**src/rtl/sevenseg_pkg.sv**
```systemverilog
// Shared definitions for the 7-segment scan driver: FSM encoding,
// hex-to-segment table (active-low cathodes {g,f,e,d,c,b,a}) and idle levels.
package sevenseg_pkg;

    // state  | meaning
    // S_OFF  | scan disabled, display dark, counters parked at 0
    // S_LOAD | one-cycle capture of HEX_IN/DP_IN into the shadow registers
    // S_SCAN | cycling through digit slots, reloading shadow at frame end
    typedef enum logic [1:0] {
        S_OFF  = 2'd0,
        S_LOAD = 2'd1,
        S_SCAN = 2'd2
    } state_t;

    localparam logic [6:0] SEG_OFF = 7'h7F;
    // Inactive anode level; replicated to the digit count by the users.
    localparam logic       AN_OFF  = 1'b1;

    localparam logic [6:0] SEG_TABLE [16] = '{
        7'h40, 7'h79, 7'h24, 7'h30, 7'h19, 7'h12, 7'h02, 7'h78,
        7'h00, 7'h10, 7'h08, 7'h03, 7'h46, 7'h21, 7'h06, 7'h0E
    };

endpackage

```
**src/rtl/sevenseg_scan_driver_hex_to_seg7.sv**
```systemverilog
// Combinational nibble to active-low segment pattern decoder.
module hex_to_seg7
    import sevenseg_pkg::*;
(
    input  logic [3:0] NIBBLE,
    output logic [6:0] SEG_N
);

    // Pure table lookup; registering happens in the scan driver.
    always_comb begin
        SEG_N = SEG_TABLE[NIBBLE];
    end

endmodule

```
**src/rtl/sevenseg_scan_driver.sv**
```systemverilog
// Time-multiplexed common-anode 7-segment driver. The displayed value is held
// in a shadow register reloaded only at frame boundaries so a frame never
// mixes old and new digits. Each digit slot starts with BLANK_CYC dark cycles
// to hide ghosting while the anode switches.
//
// state  | meaning
// S_OFF  | display dark, cnt/idx held at 0, waits for EN
// S_LOAD | capture HEX_IN/DP_IN into shadow, restart at digit 0
// S_SCAN | cnt counts slot cycles, idx selects digit, reload at frame end
module sevenseg_scan_driver
    import sevenseg_pkg::*;
#(
    parameter int N_DIGITS  = 8,
    parameter int PRESCALE  = 1024,
    parameter int BLANK_CYC = 4,
    parameter bit LZ_BLANK  = 1'b0
) (
    input  logic                  CLK,
    input  logic                  RESET,
    input  logic                  EN,
    input  logic [4*N_DIGITS-1:0] HEX_IN,
    input  logic [N_DIGITS-1:0]   DP_IN,
    output logic [6:0]            SEG_N,
    output logic                  DP_N,
    output logic [N_DIGITS-1:0]   AN_N,
    output logic                  FRAME_DONE
);

    localparam int CNT_W = $clog2(PRESCALE);
    localparam int IDX_W = (N_DIGITS > 1) ? $clog2(N_DIGITS) : 1;

    localparam logic [CNT_W-1:0] CNT_MAX   = CNT_W'(PRESCALE - 1);
    localparam logic [CNT_W-1:0] CNT_BLANK = CNT_W'(BLANK_CYC);
    localparam logic [IDX_W-1:0] IDX_MAX   = IDX_W'(N_DIGITS - 1);

    state_t                state, state_nxt;
    logic [CNT_W-1:0]      cnt;
    logic [IDX_W-1:0]      idx;
    logic [4*N_DIGITS-1:0] shadow;
    logic [N_DIGITS-1:0]   dp_shadow;

    logic                  slot_end;
    logic                  frame_end;
    logic                  lz_hide;
    logic                  shown;
    logic [3:0]            cur_nibble;
    logic [6:0]            cur_seg_n;

    logic [6:0]            seg_n_nxt;
    logic                  dp_n_nxt;
    logic [N_DIGITS-1:0]   an_n_nxt;
    logic                  frame_done_nxt;

    assign slot_end   = (cnt == CNT_MAX);
    // Frame only completes while still enabled; a disable mid-frame abandons it.
    assign frame_end  = (state == S_SCAN) && EN && slot_end && (idx == IDX_MAX);
    assign cur_nibble = shadow[{idx, 2'b00} +: 4];

    hex_to_seg7 u_hex_to_seg7 (
        .NIBBLE (cur_nibble),
        .SEG_N  (cur_seg_n)
    );

    // State register.
    always_ff @(posedge CLK) begin
        if (RESET) begin
            state <= S_LOAD;
        end else begin
            state <= state_nxt;
        end
    end

    // Next-state logic.
    always_comb begin
        state_nxt = state;
        unique case (state)
            S_OFF:   state_nxt = EN ? S_LOAD : S_OFF;
            S_LOAD:  state_nxt = EN ? S_SCAN : S_OFF;
            S_SCAN:  state_nxt = EN ? S_SCAN : S_OFF;
            default: state_nxt = S_LOAD;
        endcase
    end

    // Slot counter, digit index and shadow value registers.
    always_ff @(posedge CLK) begin
        if (RESET) begin
            cnt       <= '0;
            idx       <= '0;
            shadow    <= '0;
            dp_shadow <= '0;
        end else begin
            unique case (state)
                S_LOAD: begin
                    cnt       <= '0;
                    idx       <= '0;
                    shadow    <= HEX_IN;
                    dp_shadow <= DP_IN;
                end
                S_SCAN: begin
                    if (!EN) begin
                        cnt <= '0;
                        idx <= '0;
                    end else if (slot_end) begin
                        cnt <= '0;
                        if (idx == IDX_MAX) begin
                            idx       <= '0;
                            shadow    <= HEX_IN;
                            dp_shadow <= DP_IN;
                        end else begin
                            idx <= idx + 1'b1;
                        end
                    end else begin
                        cnt <= cnt + 1'b1;
                    end
                end
                default: begin
                    cnt <= '0;
                    idx <= '0;
                end
            endcase
        end
    end

    // Leading-zero suppression: digit idx (>0) hides when it and all higher nibbles are zero.
    always_comb begin
        lz_hide = 1'b0;
        if (LZ_BLANK && (idx != '0)) begin
            lz_hide = ((shadow >> {idx, 2'b00}) == '0);
        end
    end

    // Output decode from current state; registered below for one-cycle latency.
    always_comb begin
        shown          = (state == S_SCAN) && (cnt >= CNT_BLANK) && !lz_hide;
        an_n_nxt       = {N_DIGITS{AN_OFF}};
        seg_n_nxt      = SEG_OFF;
        dp_n_nxt       = 1'b1;
        frame_done_nxt = frame_end;
        if (shown) begin
            an_n_nxt  = ~(N_DIGITS'(1) << idx);
            seg_n_nxt = cur_seg_n;
            dp_n_nxt  = ~dp_shadow[idx];
        end
    end

    // Output registers.
    always_ff @(posedge CLK) begin
        if (RESET) begin
            AN_N       <= {N_DIGITS{AN_OFF}};
            SEG_N      <= SEG_OFF;
            DP_N       <= 1'b1;
            FRAME_DONE <= 1'b0;
        end else begin
            AN_N       <= an_n_nxt;
            SEG_N      <= seg_n_nxt;
            DP_N       <= dp_n_nxt;
            FRAME_DONE <= frame_done_nxt;
        end
    end

endmodule

```
**config.mk**
```make
export PLATFORM = sky130hd
export DESIGN_NAME = sevenseg_scan_driver
export DESIGN_NICKNAME = d
export VERILOG_FILES = /design/src/rtl/sevenseg_pkg.sv /design/src/rtl/sevenseg_scan_driver_hex_to_seg7.sv /design/src/rtl/sevenseg_scan_driver.sv
export SDC_FILE = /design/constraint.sdc
export NUM_CORES = 1
export LEC_CHECK = 0
export BUFFER_PORTS_ARGS = -buffer_cell sky130_fd_sc_hd__buf_2
export CAP_MARGIN = 20
export CORE_ASPECT_RATIO = 1.5
export CORE_UTILIZATION = 51
export DETAILED_ROUTE_END_ITERATION = 16
export GPL_ROUTABILITY_DRIVEN = 0
export PLACE_DENSITY = 0.76
export SLEW_MARGIN = 10
export SYNTH_ARGS = -nofsm -noshare
export SYNTH_HDL_FRONTEND = slang
export SYNTH_HIERARCHICAL = 1
export SYNTH_SLANG_ARGS = --single-unit
```
**constraint.sdc**
```tcl
create_clock -name CLK -period 2.2 [get_ports CLK]
set_input_delay 0.44 -clock CLK [delete_from_list [all_inputs] [get_ports CLK]]
set_output_delay 0.44 -clock CLK [all_outputs]
set_load 0.02 [all_outputs]
```
[Word-level counts from Yosys, hierarchy flattened]
Memories as Yosys holds them, arrays and structs flattened. A register that Yosys moved wholly into a read port is not among the register bits.
Index checks and enable logic that the tools add are counted.
Storage, ports and cells
  register bits after elaboration: 65
  bits in read-only memories: 112
  output and inout port bits: 17
  word-level logic and storage cells: 53
  memories: 1
Memory list
  (no name shown): words 16, bits a word 7, rd ports 1, clocked after memory_dff 1, write ports 0, RTL line sevenseg_scan_driver_hex_to_seg7.sv:11  | SEG_N = SEG_TABLE[NIBBLE];
Operators by class
  $add $sub $neg: 2
  magnitude comparators: 2
  equality and inequality tests: 7
  shift operators: 2
  multiplexer cells: 14
  bitwise operators: 6
  reductions and logical operators: 11
Operator list (count)
  32-bit two-way mux: 3
  32-bit one-hot mux with 2 select lines: 1
  32-bit by 6-bit indexed part select with 4-bit output: 1
  8-bit two-way mux: 3
  8-bit one-hot mux with 2 select lines: 1
  10-bit by 1-bit adder with 10-bit output, second input constant: 1
  10-bit == test, second input constant: 1
  10-bit by 3-bit greater-or-equal comparator with 1-bit output, second input constant: 1
  8-bit inverter: 1
  1-bit by 3-bit << shifter with 8-bit output, first input constant: 1
  4-bit inverter with 5-bit output: 1
  1-bit logical AND: 4
  3-bit by 4-bit < comparator with 1-bit output, second input constant: 1
  2-bit != test, second input constant: 2
  1-bit inverter: 4
  2-bit one-hot mux with 2 select lines: 1
  4-bit AND reduction: 1
  2-bit OR reduction: 2
  4-bit OR reduction: 1
  3-bit by 1-bit adder with 3-bit output, second input constant: 1
  1-bit binary-select mux with 3-bit select: 1
  3-bit == test, second input constant: 1
  3-bit two-way mux: 1
  3-bit OR reduction: 1
  other kinds (7): 8

[Longest topological paths before layout]
Gate-level depths: netlist of the first run.
  depth in word-level cells: 5
  depth in mapped cells: 10
  mapped depth without buffers: 9

[Hierarchy]
The synthesis of the first run kept the hierarchy.
Modules (own cells, without submodules)
  sevenseg_scan_driver: times used 1, cells an instance 324, area each 3355.7 um^2
  hex_to_seg7: times used 1, cells an instance 33, area each 269.0 um^2

[Worst setup path before layout of the first run]
OpenSTA, ideal clock, no wires.
  path type: flip-flop to flip-flop
  start: register idx[0]
  end: register SEG_N[3]
  setup time: 0.126 ns
  data arrival time: 2.332 ns
  slack: -0.259 ns
  stages on the path, launching flop included: 10
  clock period less this slack: 2.459 ns
  path through: dfxtp_1 buf_2 mux4_2 nand2_1 nand2_1 inv_1 ha_1 inv_1 mux4_2 nand2b_1
On the way
  cells in the longest elaborated chain, start to end: 2
Ends and longest elaborated chain
  start: declaration: RTL line sevenseg_scan_driver.sv:38  | logic [IDX_W-1:0] idx;
  start signal: assignment: RTL line sevenseg_scan_driver.sv:110  | idx <= idx + 1'b1;
  32-bit by 6-bit indexed part select with 4-bit output: RTL line sevenseg_scan_driver.sv:57  | assign cur_nibble = shadow[{idx, 2'b00} +: 4];
  net cur_nibble[0]: RTL line sevenseg_scan_driver.sv:46  | logic [3:0] cur_nibble;
  4-bit inverter with 5-bit output (implied by the code): RTL line sevenseg_scan_driver_hex_to_seg7.sv:11
  end: declaration: RTL line sevenseg_scan_driver.sv:23  | output logic [6:0] SEG_N,
The timed path passes the listed nets, and every way through them passes these cells.
A chain may end at the register's enable or synchronous reset.

[Final worst setup path of the first run]
Same ends and word-level chain as after synthesis.

==> results.toml, run 1 <==
[pwr]
design_power_total_mw = 3.22
cellPowerDensity_nw_per_um2 = 764
power.static_leakage_nw = 1.74
maximum_resistive_drop_on_vdd_mv = 0.521

[timing]
worst-slew-pin-transition_ns = 0.537
grt_setup_unrepaired = "no"
final_slew_violations = 0
finalClockSkew_ns = 0.00905
setup_viol_count_final = 0
relSlewSlack_pct = 64.1
period_share_pct = 93.8
hold_violations = 0
fmax_mhz = 485
finalSetupTns_ns = 0
fin_crit_ns = 2.06

[cells_and_area]
area_overhead_vs_synth_pct = 16.5
fillCellCount = 585
multiInputGateArea_um2 = 2040
share_of_cells_above_drive_strength_1_pct = 25.0
layout_nets = 481
antenna-diode-count = 0
register_area_um2 = 1450

[global_routing]
grt_first_pass_wirelength_um = 11300
number_of_global_route_vias_before_repair = 2517
grt_start_max_net_pins = 83
antenna_violations_before_repair = 0
globalRoute.totalOverflow = 0
gr-usage-all-layers_pct = 19.8

[worst_setup_path]
reg2reg_slack_ns = 0.14
worstSetupStartpointType = "flip-flop"
required_ns = 2.44
cp_slowest_stage_delay_ns = 0.50
rr_worst_depth = 8
cpMaxStageDelayCell = "sky130_fd_sc_hd__mux4_2"
worst-path-max-fanout = 7
crit_chain = "mux4_2 > nand2_1 > nand2_4 > inv_2 > ha_1 > inv_1 > mux4_2 > nand2b_1"
critical_path.most_common_cell = "sky130_fd_sc_hd__mux4_2"
worstReg2RegStart = "idx[0]"
critical_path_class = "flip-flop to flip-flop"
worst_setup_path_end_kind = "flip-flop"
setup.worst_path.start = "idx[0]"
arrival_ns = 2.30
destination_of_the_worst_register_to_register_timing_path = "SEG_N[3]"

[worst_hold_path]
hp-class = "input pin to flip-flop"
min_delay_path_depth = 3
min_to = "shadow[24]"
hold_path.startpoint = "HEX_IN[24]"

[floorplanning]
initial_core_util_pct = 52.9
core_region_area_um2 = 6850
die_w_um = 70.8
floorplan.die.height_um = 105
core.rowCount = 37
pin_count = 60
die_area_um2 = 7460

[clock_network]
clock_path_buffers = 2
clock_tree.root_cell = "sky130_fd_sc_hd__clkbuf_8"
cts.sinks = 72
tritoncts.num_buffers = 9
cts_tree = "built"
worst_skew_pair.late_latency_ns = 0.35
clk_transition_reported_paths_ns = 0.07
h-tree-depth = 3

[place]
count_of_buffers_from_port_buffering = 59
hpwlAfterDp_um = 4790

[yosys]
synth_seq_cells = 72
synth_enable_flop_cells = 0
postSynth.topFlopCell = "sky130_fd_sc_hd__dfxtp_1"
syn-mean-instance-area_um2 = 10.2
ys_types = 40
synth.yosys.warnings = 6
post_synth_instance_area_um2 = 3620
postSynthNetCount = 419
async_flop_share_pct = 0
synthCells = 357
synth.yosys.seq_area_share_pct = 39.8

[route]
routed_wire_length_per_instance_um = 13.1
firstDrtPassIters = 6
route.detailed.drc = 0
num_vias = 2567
first_iter_violations = 125
route.antenna.remaining_nets = 0
wirelength_um = 6590
drt-vias-per-instance = 5.11

[job]
maxCapViolations = 0

[run_status]
run_status = "finished clean"
[sequential cells by signal, indices dropped and copies added (netlist names)]
register	count
shadow	32
dp_shadow	8
idx	3
AN_N	8
DP_N	1
FRAME_DONE	1
cnt	10
state	2
SEG_N	7
[cell usage after synthesis (3+ instances only)]
master | n | area share, %
sky130_fd_sc_hd__inv_1 | 10 | 1.0
sky130_fd_sc_hd__buf_6 | 5 | 1.6
sky130_fd_sc_hd__mux4_2 | 11 | 6.8
sky130_fd_sc_hd__dfxtp_1 | 72 | 40
sky130_fd_sc_hd__nor2_1 | 14 | 1.4
sky130_fd_sc_hd__nand2_1 | 26 | 2.7
sky130_fd_sc_hd__clkbuf_1 | 13 | 1.3
sky130_fd_sc_hd__nor3_1 | 3 | 0.41
sky130_fd_sc_hd__a21oi_1 | 5 | 0.69
sky130_fd_sc_hd__ha_1 | 19 | 6.6
sky130_fd_sc_hd__nand3_1 | 4 | 0.55
sky130_fd_sc_hd__xor2_1 | 3 | 0.73
sky130_fd_sc_hd__mux2i_1 | 48 | 13
sky130_fd_sc_hd__nand2b_1 | 90 | 16
[cell usage in the layout (no fill, tap or decap), drive strengths merged, types with 2 or more instances in the layout]
master	count
a21oi	5
and4	2
buf	72
clkbuf	13
clkinv	2
dfxtp	72
ha	19
inv	10
mux2i	48
mux4	11
nand2	26
nand2b	90
nand3	5
nand4	3
nor2	14
nor3	4
nor4	2
o211ai	2
o21ai	4
xnor2	2
xor2	3
[worst max-delay path, delay by kind of cell (launching register included)]
kind,cells,cell delay [ns]
multiplexers,2,0.93
flip-flops,1,0.40
buffers and inverters,2,0.14
AND/OR/NAND/NOR,3,0.35
adder cells (fa/ha/maj),1,0.13
[routing by layer]
| layer | wire, µm | vias up | global-route usage (%) | share of wire [%] |
|---|---|---|---|---|
| li1 | - | 1318 | - | - |
| met1 | 2770 | 1184 | 21.7 | 42 |
| met2 | 3420 | 54 | 34.9 | 52 |
| met3 | 247 | 11 | 5.74 | 3.7 |
| met4 | 149 | 0 | 9.14 | 2.3 |
| met5 | 0 | - | 0 | 0 |
[final cells by class]
cell class | instances | area share, %
clock inverter | 3 | 0.948
timing repair buffer | 72 | 9.60
tap | 78 | 2.31
clock buffer | 13 | 3.76
inverter | 10 | 0.889
sequential | 72 | 34.2
multi-input combinational | 254 | 48.3
[logic make-up (layout without fill, tap and decap cells)]
family / count (synthesis) / count (layout) / synth area share, %
xor+xnor: 5 / 5 / 1.21
flops: 72 / 72 / 39.8
mux: 59 / 59 / 20.1
simple gates: 154 / 154 / 24.5
fa+ha+maj: 19 / 19 / 6.56
buf+inv: 31 / 98 / 4.31
compound gates: 17 / 17 / 3.56
[per-stage QoR]
step / worst slack, ns / cells / utilization [%] / hold WS (ns) / instance area, µm²
detailed placement: 0.104 / 484 / 58.4 / 0.465 / 4000
finish: 0.137 / 502 / 61.6 / 0.332 / 4220
CTS: 0.0737 / 500 / 61.3 / 0.316 / 4200
global route: 0.00999 / 502 / 61.6 / 0.323 / 4220
global placement: 0.149 / 484 / 58.4 / 0.461 / 4000
floorplan: 0.00394 / 357 / - / 0.449 / 3640
[power breakdown]
group	total, mW	switching (mW)	internal [mW]	leakage (nW)
registers	1.51	0.0782	1.43	0.591
logic	0.673	0.311	0.362	1.05
clock network	1.04	0.457	0.583	0.103
total	3.22	0.846	2.38	1.74
[repair_timing]
item,4_1_cts,5_1_grt
buffers inserted,0,2
setup endpoints to repair,0,5
resized for setup,0,2
hold buffers,0,0
hold endpoints to repair,0,0
[worst max path at each step]
stage,end,slack (ns),cells past startpoint
final,SEG_N[3],0.14,8
after global routing,SEG_N[3],0.01,8
after CTS,SEG_N[3],0.07,8
after detailed placement,SEG_N[3],0.10,8
after global placement,SEG_N[3],0.15,8
after floorplan,SEG_N[3],0.004,9
Power figures use the tool's default switching activity.
==> run 2, diff against run 1 <==
- CORE_MARGIN: not set -> 2
- CORE_UTILIZATION: 51 -> 61
- PLACE_DENSITY: 0.76 -> 0.85
- clock period: 2.2 -> 2.62 ns (I/O delays scaled with it)
==> results.toml, run 2 (synthesis gave the netlist of run 1 again) <==
[run_status]
run_status = "finished clean"

[job]
maxCapViolations = 0

[timing]
finalSetupTns_ns = 0
hold_violations = 0
setup_viol_count_final = 0
period_share_pct = 91.3
finalClockSkew_ns = 0.0104
final.hold.worst_slack_ns = 0.421
fmax_mhz = 418
worst-slew-pin-transition_ns = 0.669
final_slew_violations = 0
relSlewSlack_pct = 55.4
fin_crit_ns = 2.39
grt_setup_unrepaired = "no"

[global_routing]
gr-usage-all-layers_pct = 21.9
number_of_global_route_vias_before_repair = 2428
globalRoute.totalOverflow = 0
grt_first_pass_wirelength_um = 11000
grt_start_max_net_pins = 83
antenna_violations_before_repair = 0

[worst_hold_path]
hp-class = "input pin to flip-flop"

[clock_network]
clock_path_buffers = 2
cts-hold-fix-buffers = 0
cells_resized_by_post_cts_repair = 0
clock_tree.root_cell = "sky130_fd_sc_hd__clkbuf_8"
cts_tree = "built"
worst_skew_pair.late_latency_ns = 0.35
tritoncts.num_buffers = 9
clk_transition_reported_paths_ns = 0.07
h-tree-depth = 3
cts.sinks = 72
cts_setup_buffers = 0

[cells_and_area]
fillCellCount = 464
post_layout_nonfiller_instances = 491
most_frequent_standard_cell_in_the_layout_excluding_fill_and_tap_cells = "sky130_fd_sc_hd__nand2b_1"
largest_register_ff_count = 32
mostFrequentLayoutCells = "sky130_fd_sc_hd__nand2b_1 (90), sky130_fd_sc_hd__dfxtp_1 (72), sky130_fd_sc_hd__buf_2 (59)"
antenna-diode-count = 0
share_of_cells_above_drive_strength_1_pct = 22.7
post-route-cell-area_um2 = 4130
area_overhead_vs_synth_pct = 14.0
top_regs = "shadow x32, cnt x10"
multiInputGateArea_um2 = 2030
register_area_um2 = 1440
layout_nets = 476
registers.top_by_ff_count = "shadow"

[worst_setup_path]
arrival_ns = 2.63
worst-path-max-fanout = 13
required_ns = 2.86
worstSetupStartpointType = "flip-flop"
critical_path_class = "flip-flop to flip-flop"
worst_setup_path_end_kind = "flip-flop"

[place]
count_of_buffers_from_port_buffering = 59
placement.cell_area_um2 = 3950
dp.cells = 475
hpwlAfterDp_um = 4710

[route]
wirelength_um = 6540
firstDrtPassIters = 4
num_vias = 2551
route.detailed.drc = 0
route.antenna.remaining_nets = 0
routed_wire_length_per_instance_um = 13.3
first_iter_violations = 74
drt-vias-per-instance = 5.20

[pwr]
design_power_total_mw = 2.64
power.static_leakage_nw = 1.70
cellPowerDensity_nw_per_um2 = 639
maximum_resistive_drop_on_vdd_mv = 0.497

[floorplanning]
initial_core_util_pct = 62.7
die_w_um = 66.9
floorplan.die.height_um = 98.4
pin_count = 60
die_area_um2 = 6590
core_region_area_um2 = 5790
core.rowCount = 34
[run 2: cell types whose count changed in the layout (fill, tap and decap cells not counted)]
cell,previous run,this run
sky130_fd_sc_hd__buf_12,1,0
sky130_fd_sc_hd__buf_4,12,8
sky130_fd_sc_hd__clkbuf_1,2,3
sky130_fd_sc_hd__ha_1,18,19
sky130_fd_sc_hd__dfxtp_4,1,0
sky130_fd_sc_hd__ha_2,1,0
sky130_fd_sc_hd__inv_1,8,10
sky130_fd_sc_hd__clkbuf_8,11,9
sky130_fd_sc_hd__nand2_4,1,0
sky130_fd_sc_hd__clkinv_2,2,3
sky130_fd_sc_hd__dfxtp_1,71,72
sky130_fd_sc_hd__nand2_1,25,26
sky130_fd_sc_hd__inv_2,2,0
[run 2: stage by stage]
stage                     setup slack (ns)  utilization (%)
after floorplan                      0.161                -
after global placement               0.283             68.3
after detailed placement             0.206             68.3
after CTS                            0.208             71.4
after global routing                0.0383             71.4
final                                0.229             71.4
[run 2: worst max-delay path: stages (launching register included)]
cell,delay [ns]
sky130_fd_sc_hd__dfxtp_1,0.51
sky130_fd_sc_hd__buf_4,0.22
sky130_fd_sc_hd__mux4_2,0.50
sky130_fd_sc_hd__nand2_1,0.08
sky130_fd_sc_hd__nand2_1,0.29
sky130_fd_sc_hd__mux4_2,0.54
sky130_fd_sc_hd__nand2b_1,0.15
[run 2: per-layer routing]
layer  up-vias  routed length (µm)  track usage (%)
li1       1313                   -                -
met1      1173                2790             25.9
met2        54                3370             37.5
met3        11                 249             4.57
met4         0                 125             9.73
met5         -                   0                0
[run 2: layout make-up]
cell class	count	area share, %
Clock buffer	12	3.27
Tap cell	72	2.18
Timing Repair Buffer	67	8.60
Inverter	10	0.909
Sequential cell	72	34.9
Clock inverter	4	1.09
Multi-Input combinational cell	254	49.1
[run 2: power by group]
part | switching [mW] | leakage, nW | total (mW) | internal (mW)
combinational | 0.252 | 1.02 | 0.533 | 0.282
sequential | 0.0695 | 0.590 | 1.27 | 1.20
clock | 0.397 | 0.0941 | 0.833 | 0.436
[run 2: worst paths after layout]
kind	endpoint	depth (start not counted)	from	slack, ns
worst max-delay path	SEG_N[3]	6	idx[0]	0.23
worst max register to register	SEG_N[3]	6	idx[0]	0.23
worst min register to register	shadow[13]	2	shadow[13]	0.48
worst min-delay path	shadow[24]	3	HEX_IN[24]	0.42
